## config.mk

```make
export PLATFORM = sky130hd
export DESIGN_NAME = usbdev_aon_wake_ctrl
export DESIGN_NICKNAME = d
export VERILOG_FILES = /design/src/rtl/usbdev_aon_wake_ctrl.sv
export SDC_FILE = /design/constraint.sdc
export NUM_CORES = 1
export LEC_CHECK = 0
export CAP_MARGIN = 20
export CORE_MARGIN = 2
export CORE_UTILIZATION = 53
export DETAILED_ROUTE_END_ITERATION = 8
export PLACE_DENSITY = 0.83
export SYNTH_ARGS = -nofsm -noshare
export SYNTH_HDL_FRONTEND = slang
export SYNTH_SLANG_ARGS = --single-unit
```

## constraint.sdc

```tcl
create_clock -name clk_aon_i -period 2.9 [get_ports clk_aon_i]
set_clock_uncertainty 0.1 [all_clocks]
set_input_delay 0.29 -clock clk_aon_i [delete_from_list [all_inputs] [get_ports clk_aon_i]]
set_output_delay 0.29 -clock clk_aon_i [all_outputs]
set_load 0.01 [all_outputs]
```

## src/rtl/usbdev_aon_wake_ctrl.sv

```systemverilog
// usbdev_aon_wake_ctrl
//
// AON-domain handshake controller wrapped around the USB wake detector.
// One-cycle suspend / wake-ack requests from the IP become level requests
// to the detector. While the detector is active the controller collects the
// wake cause, raises a level wakeup to the power manager, counts
// detector-initiated wakes and flags handshakes the detector fails to follow.
//
// Ports:
//   clk_aon_i, rst_aon_i    AON clock, synchronous active-high reset
//   suspend_pulse_i         one-cycle request to hand control to AON
//   wake_ack_pulse_i        one-cycle request to return control to the IP
//   err_clr_i, cnt_clr_i    one-cycle clears of err_o / wake_cnt_o
//   wake_detect_active_i    detector active-state feedback
//   wake_req_aon_i          detector wake request
//   bus_not_idle_aon_i, bus_reset_aon_i, sense_lost_aon_i  detector events
//   suspend_req_aon_o       level suspend request (state Arming)
//   wake_ack_aon_o          level wake ack (state Releasing)
//   wakeup_o                level wakeup request (state WakePending)
//   wake_cause_o            sticky {sense_lost, bus_reset, bus_not_idle}
//   wake_cnt_o              saturating count of detector-initiated wakes
//   err_o                   sticky handshake error
//   state_o                 FSM state for debug

module usbdev_aon_wake_ctrl #(
    parameter int HandshakeTimeout = 8,
    parameter int CntW             = 8
) (
    input  logic            clk_aon_i,
    input  logic            rst_aon_i,
    input  logic            suspend_pulse_i,
    input  logic            wake_ack_pulse_i,
    input  logic            err_clr_i,
    input  logic            cnt_clr_i,
    input  logic            wake_detect_active_i,
    input  logic            wake_req_aon_i,
    input  logic            bus_not_idle_aon_i,
    input  logic            bus_reset_aon_i,
    input  logic            sense_lost_aon_i,
    output logic            suspend_req_aon_o,
    output logic            wake_ack_aon_o,
    output logic            wakeup_o,
    output logic [2:0]      wake_cause_o,
    output logic [CntW-1:0] wake_cnt_o,
    output logic            err_o,
    output logic [2:0]      state_o
);

    typedef enum logic [2:0] {
        Idle        = 3'd0,
        Arming      = 3'd1,
        Monitor     = 3'd2,
        WakePending = 3'd3,
        Releasing   = 3'd4
    } state_e;

    localparam logic [7:0] TimeoutLast = 8'(HandshakeTimeout - 1);

    state_e     state, state_next;
    logic [7:0] timer;
    logic       timeout;
    logic       err_set;
    logic       cnt_inc;
    logic       cause_clr;
    logic       cause_acc;

    function automatic logic [CntW-1:0] sat_inc(input logic [CntW-1:0] v);
        return (&v) ? v : v + CntW'(1);
    endfunction

    always_comb begin
        state_next = state;
        err_set    = 1'b0;
        cnt_inc    = 1'b0;
        cause_clr  = 1'b0;
        cause_acc  = 1'b0;
        timeout    = (timer == TimeoutLast);
        case (state)
            Idle: begin
                if (suspend_pulse_i) begin
                    state_next = Arming;
                    cause_clr  = 1'b1;
                end
            end
            Arming: begin
                // Software abort wins over both the detector and the timer.
                if (wake_ack_pulse_i) begin
                    state_next = Releasing;
                end else if (wake_detect_active_i) begin
                    state_next = Monitor;
                end else if (timeout) begin
                    state_next = Idle;
                    err_set    = 1'b1;
                end
            end
            Monitor: begin
                cause_acc = 1'b1;
                // A detector wake is counted even when software acks in the
                // same cycle; the ack then skips the wakeup phase.
                if (wake_req_aon_i) begin
                    cnt_inc    = 1'b1;
                    state_next = wake_ack_pulse_i ? Releasing : WakePending;
                end else if (wake_ack_pulse_i) begin
                    state_next = Releasing;
                end else if (!wake_detect_active_i) begin
                    state_next = Idle;
                    err_set    = 1'b1;
                end
            end
            WakePending: begin
                cause_acc = 1'b1;
                if (wake_ack_pulse_i) begin
                    state_next = Releasing;
                end
            end
            Releasing: begin
                if (!wake_detect_active_i) begin
                    state_next = Idle;
                end else if (timeout) begin
                    state_next = Idle;
                    err_set    = 1'b1;
                end
            end
            default: state_next = Idle;
        endcase
    end

    always_ff @(posedge clk_aon_i) begin
        if (rst_aon_i) begin
            state             <= Idle;
            timer             <= 8'd0;
            wake_cause_o      <= 3'b000;
            wake_cnt_o        <= '0;
            err_o             <= 1'b0;
            suspend_req_aon_o <= 1'b0;
            wake_ack_aon_o    <= 1'b0;
            wakeup_o          <= 1'b0;
        end else begin
            state <= state_next;

            if (state_next != state) begin
                timer <= 8'd0;
            end else if (state == Arming || state == Releasing) begin
                timer <= timer + 8'd1;
            end

            if (cause_clr) begin
                wake_cause_o <= 3'b000;
            end else if (cause_acc) begin
                wake_cause_o <= wake_cause_o |
                    {sense_lost_aon_i, bus_reset_aon_i, bus_not_idle_aon_i};
            end

            if (cnt_clr_i) begin
                wake_cnt_o <= '0;
            end else if (cnt_inc) begin
                wake_cnt_o <= sat_inc(wake_cnt_o);
            end

            // A new error outranks a coincident clear.
            if (err_set) begin
                err_o <= 1'b1;
            end else if (err_clr_i) begin
                err_o <= 1'b0;
            end

            // Level outputs follow the state being entered, so they line up
            // with the registered state one cycle after the request pulse.
            suspend_req_aon_o <= (state_next == Arming);
            wake_ack_aon_o    <= (state_next == Releasing);
            wakeup_o          <= (state_next == WakePending);
        end
    end

    assign state_o = state;

endmodule

```

* Yosys cells after proc, flatten, opt, wreduce, memory -nomap -nowiden
Index checks and enable logic that the tools add are counted.
Cells by class: add/sub/neg operators 2, equality and inequality tests 9, muxes and demuxes 26, bitwise logic cells 2, reduce and logical (&&, ||, !) cells 9
Operator list (count):
- 3-bit two-way mux | 10
- 8-bit by 1-bit adder with 8-bit output, second input constant | 2
- 3-bit one-hot mux with 5 select lines | 1
- 1-bit two-way mux | 14
- 3-bit by 2-bit equality test with 1-bit output, second input constant | 3
- 8-bit by 3-bit equality test with 1-bit output, second input constant | 1
- 8-bit AND reduction | 1
- 2-bit OR reduction | 4
- 3-bit by 1-bit equality test with 1-bit output, second input constant | 2
- 3-bit equality test, second input constant | 2
- 3-bit logical NOT | 1
- 3-bit != test | 1
- 3-bit OR | 1
- 1-bit one-hot mux with 3 select lines | 1
- 2-bit AND reduction | 1
- 2-bit nonzero test | 1
- 1-bit logical OR | 1
- 1-bit inverter | 1
Word-level totals: flip-flop bits (word level) 26, input bits 11, word-level logic and storage cells 56

* Longest topological paths before layout
Gate-level depths: netlist (run 1).
depth in word-level cells 7, gate-level depth with buffers 6

* Worst setup path before layout (run 1)
Ideal clock, no wire load.
path kind flip-flop to flip-flop, from register timer[0], to register timer[0], data arrival time 1.517 ns, data required time 2.662 ns, slack 1.145 ns, cell stages (with the launch flop) 6, path buffers 0, path through dfxtp_1 ha_1 nor4bb_1 a211oi_1 o2111ai_2 nor3_1
Between the ends: longest elaborated chain between the ends 7, elaborated cells between the ends (all ways) 9
RTL lines:
- start: declaration | line 60 | logic [7:0] timer;
- start signal: assignment | line 144 | timer <= timer + 8'd1;
- 8-bit by 3-bit equality test with 1-bit output | line 77 | timeout = (timer == TimeoutLast);
- 3-bit two-way mux | line 91, 119
- 3-bit two-way mux | line 89 | end else if (wake_detect_active_i) begin
- 3-bit two-way mux | line 87 | if (wake_ack_pulse_i) begin
- 3-bit one-hot mux with 5 select lines | line 78 | case (state)
- 3-bit != test | line 141 | if (state_next != state) begin
- 2-bit OR reduction (no source line)
Parallel ways exist; a longest one is shown, timed or not. A chain may end at the register's enable or synchronous reset.

* Worst setup path in the final report (run 1)
from register state[1], in the netlist state_o[1], to output state_o[1]
RTL lines:
- start: declaration | line 59 | state_e state, state_next;
- start signal: assignment | line 130 | state <= Idle;
- start signal: assignment | line 139 | state <= state_next;
- end: declaration | line 46 | output logic [2:0] state_o
No word-level cell between the ends.

==> results of run 1 <==
==> area by class of cell <==
| cell class | count | area (µm²) | area share |
|---|---|---|---|
| Multi-Input combinational cell | 116 | 754.5 | 0.4544 |
| Tap cell | 30 | 37.54 | 0.02261 |
| Sequential cell | 26 | 520.5 | 0.3135 |
| Clock inverter | 1 | 30.03 | 0.01809 |
| Clock buffer | 3 | 22.52 | 0.01356 |
| Inverter | 4 | 15.01 | 0.009043 |
| Timing Repair Buffer | 28 | 280.3 | 0.1688 |
==> worst max-delay path by stage <==
stage                                from                     to  slack [ps]  cells past startpoint
global placement     wake_detect_active_i  timer[3]$_SDFFE_PP0P_         720                      5
finish              state_o[1]$_SDFF_PP0_             state_o[1]         700                      1
CTS                 state_o[1]$_SDFF_PP0_             state_o[1]         690                      1
floorplan           timer[0]$_SDFFE_PP0P_  timer[0]$_SDFFE_PP0P_        1150                      5
global route        state_o[1]$_SDFF_PP0_  timer[6]$_SDFFE_PP0P_         580                      4
detailed placement   wake_detect_active_i  timer[5]$_SDFFE_PP0P_         630                      5
==> placed cells by master, fill, tap and decap left out, types with 2 or more instances in the layout <==
cell type	count
o211ai_1	2
dfxtp_1	26
o31ai_1	2
o21ai_1	2
nor2b_1	2
mux2i_1	2
inv_1	4
nand2_1	10
ha_1	2
clkdlybuf4s50_1	28
nor3_1	15
xnor2_1	9
clkbuf_4	3
o21ba_2	2
nor2_1	15
nor4_1	3
nand3_1	6
a21oi_1	8
xor2_1	3
or3_1	2
nand4_1	3
o21ai_0	6
==> tightest hold or removal path, cell delays in order, from the launching register on <==
cell	delay [ps]
dfxtp_1	360
a21oi_1	40
nor2_1	70
==> per-layer routing <==
layer,routed length [µm],vias to the layer above
li1,-,605
met1,1265,559
met2,1470,34
met3,132,2
met4,20,0
met5,0,-
==> power groups by stage <==
stage,clock network (mW),logic [mW],registers (mW)
floorplan,0,0.0560,0.376
global placement,0,0.0838,0.381
detailed placement,0,0.0861,0.382
CTS,0.256,0.0864,0.374
global route,0.266,0.0947,0.376
finish,0.253,0.0863,0.374
==> Yosys cell counts (4+ instances only) <==
library cell  count
a21oi_1           8
clkbuf_1          4
dfxtp_1          26
inv_1             4
nand2_1          10
nand3_1           6
nor2_1           15
nor3_1           15
o21ai_0           6
xnor2_1           9
==> registers in the layout, summed over array words and instances, names as in the netlist <==
name	count
timer	8
wake_cnt_o	8
state_o	3
wake_cause_o	3
err_o	1
suspend_req_aon_o	1
wake_ack_aon_o	1
wakeup_o	1
==> per-stage QoR <==
| stage | power [mW] | cells |
|---|---|---|
| finish | 0.7137 | 208 |
| global route | 0.7371 | 208 |
| CTS | 0.7170 | 208 |
| detailed placement | 0.4680 | 204 |
| global placement | 0.4652 | 204 |
| floorplan | 0.4323 | 153 |
==> cell families (layout without fill, tap and decap cells) <==
logic type,Yosys count,after routing,share of synthesized area
AO/OA/AOI/OAI,30,30,0.1624
XOR/XNOR,12,12,0.07933
adder cells (fa/ha/maj),2,2,0.01888
buffers and inverters,11,36,0.03776
flip-flops,26,26,0.3928
multiplexers,2,2,0.01511
AND/OR/NAND/NOR,70,70,0.2937
==> parameters.txt, run 1 <==
Parameter                              Value

Clocking
  Clock slew at the register clock pins of the worst setup and hold paths ... 150 ps
  H-tree level count ... 1
  Number of clock buffers inserted by TritonCTS ... 3
  CTS tree ... built
  PostCTS Resize Cnt ... 0
  Post-CTS setup buffers ... 0
  Number of buffers inserted for hold repair after clock tree synthesis ... 0
  Total number of clock tree sinks ... 26
  Clock tree buffer depth ... 2
  Worst-skew pair later-pin latency ... 330 ps
  Clock Root Buffer ... clkbuf_4

Pwr
  Net switching power figure ... 169.1 µW
  LEAKAGE ... 0.5416 nW
  Internal power consumption ... 544.6 µW
  Relative contribution of the clock network to total power ... 0.355
  PwrDens ... 429.8 mW/mm²
  Sw Ratio ... 0.2369
  Proportion of power drawn by combinational gates ... 0.121
  VDD IR max ... 0.4188 mV
  Register share of total power ... 0.524

Logic synthesis
  Number of enable-type register cells in the synthesized netlist ... 0
  Top post-synthesis cells by area ... dfxtp_1 39%, xnor2_1 5.9%, nor3_1 5.7%
  Total of flip-flops plus latches after synthesis ... 26
  Portion of synthesized cell area occupied by the leading cell type ... 0.3928
  Post-synth net total ... 166
  Post-Syn Area ... 0.001325 mm²
  Post-synthesis cell type count ... 46
  Area leader, netlist ... dfxtp_1
  Average instance area after synthesis ... 8.660 µm²
  Most used flip-flop cell after synthesis ... dfxtp_1
  Number of warnings printed during yosys synthesis ... 0
  Fraction of synthesis flops using an asynchronous set or reset pin ... 0
  Share of the yosys chip area belonging to registers ... 0.3928
  Gate count after technology mapping ... 153

Route
  Final wirelength ... 2888 µm
  Average routed wire per standard cell ... 13.88 µm
  Router iterations before antenna repair ... 4
  Ratio of routed vias to standard cells ... 5.769
  Count of antenna-violating nets left after detailed routing ... 0
  DRC violation count after routing ... 0
  Total via count after detailed routing ... 1200
  DRT iter0 DRCs ... 21

Global routing
  Met2 Use GR ... 0.3963
  Met1 capacity usage during global routing ... 0.2534
  Busiest metal layer after global routing ... met2
  Antenna violations before repair ... 0
  Global-route wire length before repair ... 4609 µm
  Number of global-route vias before repair ... 1085
  GRT met3 Usage ... 0.06111
  Global router's overall resource usage ... 0.2216
  Largest net degree at the start of global routing ... 23
  Grt ovf ... 0

Critical path
  End of the worst register-to-register path ... timer[0]$_SDFFE_PP0P_
  Data required, critical path ... 2510 ps
  Largest driver fanout on the critical path ... 22
  Reg2reg path depth ... 4
  CP startpoint kind ... flip-flop
  Setup slack, reg-to-reg ... 770 ps
  Startpoint of the most critical register-to-register path ... state_o[1]$_SDFF_PP0_
  Kind of cell with the highest combined delay on the critical path ... flip-flops
  Stage delay of the slowest cell on the critical path ... 810 ps
  Critical path start-end classification ... reg2out
  Worst endpoint data arrival time ... 1810 ps
  Bufs and invs on worst path ... 1
  Worst path slowest cell ... dfxtp_1
  Cell breakdown of the critical path ... clkdlybuf4s50_1
  Critical path endpoint category ... output pin

Timing
  Hold_ws ... 396.2 ps
  Final TNS setup ... 0 ps
  RSZ-0062 raised after global routing ... false
  Hold Vio Cnt, Final ... 0
  Worst slew slack as a fraction of its limit ... 0.5269
  Final Cycle Share ... 0.7572
  Slew at the pin closest to its max-slew limit ... 708.7 ps
  Final min period ... 2196 ps
  Setup Viol. Count Final ... 0
  Pins Over Slew Limit ... 0
  F_max ... 455.4 MHz
  Final WS setup ... 704.0 ps

Hold path
  Source of the worst hold timing path ... wake_cause_o[0]$_SDFFE_PP0P_
  Hold Path Stages ... 2
  Endpoint of the worst hold-timing path ... wake_cause_o[0]$_SDFFE_PP0P_
  Classification of the worst-slack hold path ... reg2reg

Cells and area
  Filler instances ... 207
  Final nets ... 192
  Share of final-layout standard cells stronger than drive strength 1 ... 0.07303
  Area overhead of the layout relative to synthesis ... 25.31%
  Fin util ... 0.6826
  Number of antenna cells inserted ... 0
  Final Cell Area ... 0.001660 mm²

Floorplan
  Top-Level Pins ... 29
  Initial Util ... 0.5448
  Die Outline Area ... 0.002916 mm²
  Number of standard-cell rows in the floorplan ... 18
  Height of the die ... 54 µm
  Floorplan Core Area ... 0.002432 mm²
  Die width ... 54 µm

Job
  # Max-Cap Violations ... 0

Place
  Final RePlAce weighted congestion ... 0.8868
  Port Buffer Count ... 28
  Final HPWL DP ... 2131 µm
  Placed cell area ... 0.001608 mm²
  Worst slack at placement ... 631.8 ps

Status
  Status ... finished, final reports clean
No activity file was read; power rests on OpenSTA's default activity.
==> run 2: changes to the inputs <==
--- a/config.mk
+++ b/config.mk
@@ -7,9 +7,9 @@
 export LEC_CHECK = 0
 export CAP_MARGIN = 20
 export CORE_MARGIN = 2
-export CORE_UTILIZATION = 53
+export CORE_UTILIZATION = 45
 export DETAILED_ROUTE_END_ITERATION = 8
-export PLACE_DENSITY = 0.83
+export PLACE_DENSITY = 0.75
 export SYNTH_ARGS = -nofsm -noshare
 export SYNTH_HDL_FRONTEND = slang
 export SYNTH_SLANG_ARGS = --single-unit
==> constraint.sdc (replaced) <==
create_clock -name clk_aon_i -period 1.8 [get_ports clk_aon_i]
set_clock_uncertainty 0.1 [all_clocks]
set_input_delay 0.18 -clock clk_aon_i [delete_from_list [all_inputs] [get_ports clk_aon_i]]
set_output_delay 0.18 -clock clk_aon_i [all_outputs]
set_load 0.01 [all_outputs]
==> run 2 against run 1 <==
Die area is 16% higher. Via count grew 7.0%. Critical endpoint is now state_o[2]. Worst hold slack worse by 34 ps.
==> parameters.txt, run 2 (synthesis gave the netlist of run 1 again) <==
Parameter                              Value

Timing
  Hold Vio Cnt, Final ... 0
  Final Cycle Share ... 0.9586
  Setup Viol. Count Final ... 0
  Worst slew slack as a fraction of its limit ... 0.6366
  Final TNS setup ... 0 ps
  Pins Over Slew Limit ... 0
  Slew at the pin closest to its max-slew limit ... 545.0 ps
  Final min period ... 1725 ps
  RSZ-0062 raised after global routing ... false
  F_max ... 579.5 MHz

Global routing
  Number of global-route vias before repair ... 1192
  Grt ovf ... 0
  Global router's overall resource usage ... 0.2029
  Global-route wire length before repair ... 5464 µm
  Largest net degree at the start of global routing ... 18
  Antenna violations before repair ... 0

Place
  Port Buffer Count ... 28
  Final HPWL DP ... 2354 µm
  Final RePlAce weighted congestion ... 0.8152

Critical path
  Critical path endpoint category ... output pin
  CP startpoint kind ... flip-flop
  Stage delay of the slowest cell on the critical path ... 560 ps
  Critical path start-end classification ... reg2out
  Cell breakdown of the critical path ... buf_6 > clkdlybuf4s50_1
  Worst endpoint data arrival time ... 1450 ps
  Data required, critical path ... 1520 ps
  Worst path slowest cell ... clkdlybuf4s50_1
  Reg2reg path depth ... 7
  Largest driver fanout on the critical path ... 17

Cells and area
  Final nets ... 210
  Number of antenna cells inserted ... 0
  Fin util ... 0.6910
  Registers with the most flip-flops ... timer x8, wake_cnt_o x8
  Share of final-layout standard cells stronger than drive strength 1 ... 0.2398
  Commonest cells after routing, fill and taps aside ... 28 x clkdlybuf4s50_1, 22 x dfxtp_1, 16 x buf_4
  Filler instances ... 235
  Area overhead of the layout relative to synthesis ... 45.04%
  Commonest non-fill, non-tap cell in the layout ... clkdlybuf4s50_1

Pwr
  LEAKAGE ... 0.6330 nW
  Final Total Pwr ... 1.098 mW
  VDD IR max ... 0.3742 mV
  PwrDens ... 571.2 mW/mm²

Route
  DRC violation count after routing ... 0
  Final wirelength ... 3301 µm
  Router iterations before antenna repair ... 4
  DRT iter0 DRCs ... 55
  Count of antenna-violating nets left after detailed routing ... 0
  Ratio of routed vias to standard cells ... 5.656
  Average routed wire per standard cell ... 14.54 µm
  Total via count after detailed routing ... 1284

Clocking
  Total number of clock tree sinks ... 26
  Number of clock buffers inserted by TritonCTS ... 3
  Worst-skew pair later-pin latency ... 310 ps
  H-tree level count ... 1
  Number of buffers inserted for hold repair after clock tree synthesis ... 0
  Clock slew at the register clock pins of the worst setup and hold paths ... 140 ps
  Clock tree buffer depth ... 2
  CTS tree ... built
  Clock Root Buffer ... clkbuf_4

Floorplan
  Die width ... 58.27 µm
  Die Outline Area ... 0.003395 mm²
  Floorplan Core Area ... 0.002781 mm²
  Initial Util ... 0.4764
  Top-Level Pins ... 29
  Number of standard-cell rows in the floorplan ... 19
  Height of the die ... 58.27 µm

Job
  # Max-Cap Violations ... 0

Hold path
  Classification of the worst-slack hold path ... in2reg
  Hold Path Stages ... 3

Status
  Status ... finished, final reports clean
-- run 2: cell count changes in the layout (fill, tap and decap cells not counted), sizes merged --
cell,previous run,this run
clkbuf,3,4
buf,0,18
bufinv,1,0
-- run 2: routing by layer --
layer  track usage  share of wire  up-vias
li1              -              -      642
met1        0.2845           0.45      602
met2        0.3274           0.50       36
met3       0.02009          0.041        4
met4       0.06312         0.0085        0
met5             0              0        -
-- run 2: final cells by class --
type | count | area, µm² | area share
timing repair buffer | 46 | 431.7 | 0.2246
inverter | 4 | 15.01 | 0.007813
multi-input combinational | 116 | 872.1 | 0.4538
sequential | 26 | 528.0 | 0.2747
tap | 31 | 38.79 | 0.02018
clock buffer | 4 | 36.28 | 0.01888
-- run 2: final timing paths --
kind | from | to | slack (ps)
min reg2reg | err_o$_SDFFE_PP0P_ | err_o$_SDFFE_PP0P_ | 390
max | state_o[2]$_SDFF_PP0_ | state_o[2] | 70
max reg2reg | timer[1]$_SDFFE_PP0P_ | timer[5]$_SDFFE_PP0P_ | 90
min | bus_not_idle_aon_i | wake_cause_o[0]$_SDFFE_PP0P_ | 360
-- run 2: what timing repair did --
action / 4_1_cts / 5_1_grt
endpoints found under the setup margin: 9 / 10
endpoints found under the hold margin: 0 / 0
pin swaps: 1 / 11
gates cloned: 0 / 0
resized for setup: 4 / 20
buffers inserted: 0 / 1
-- run 2: stage by stage --
step | worst slack [ps] | hold slack [ps] | area, µm² | std cells
6_report | 74.51 | 361.7 | 1922 | 227
5_1_grt | 5.776 | 388.2 | 1922 | 227
4_1_cts | 6.272 | 343.3 | 1798 | 226
3_5_place_dp | -225.4 | 365.9 | 1737 | 222
3_3_place_gp | -162.4 | 352.8 | 1737 | 222
2_1_floorplan | 45.41 | 220.7 | 1325 | 153
-- run 2: report_power, final --
group / internal [mW] / total (mW) / switching, mW
clock network: 0.123 / 0.293 / 0.170
registers: 0.584 / 0.591 / 0.00722
logic: 0.105 / 0.213 / 0.108
-- run 2: critical path: cells and delay by family (launching register included) --
kind / cells / cell delay, ps
buf+inv: 2 / 740
flops: 1 / 380
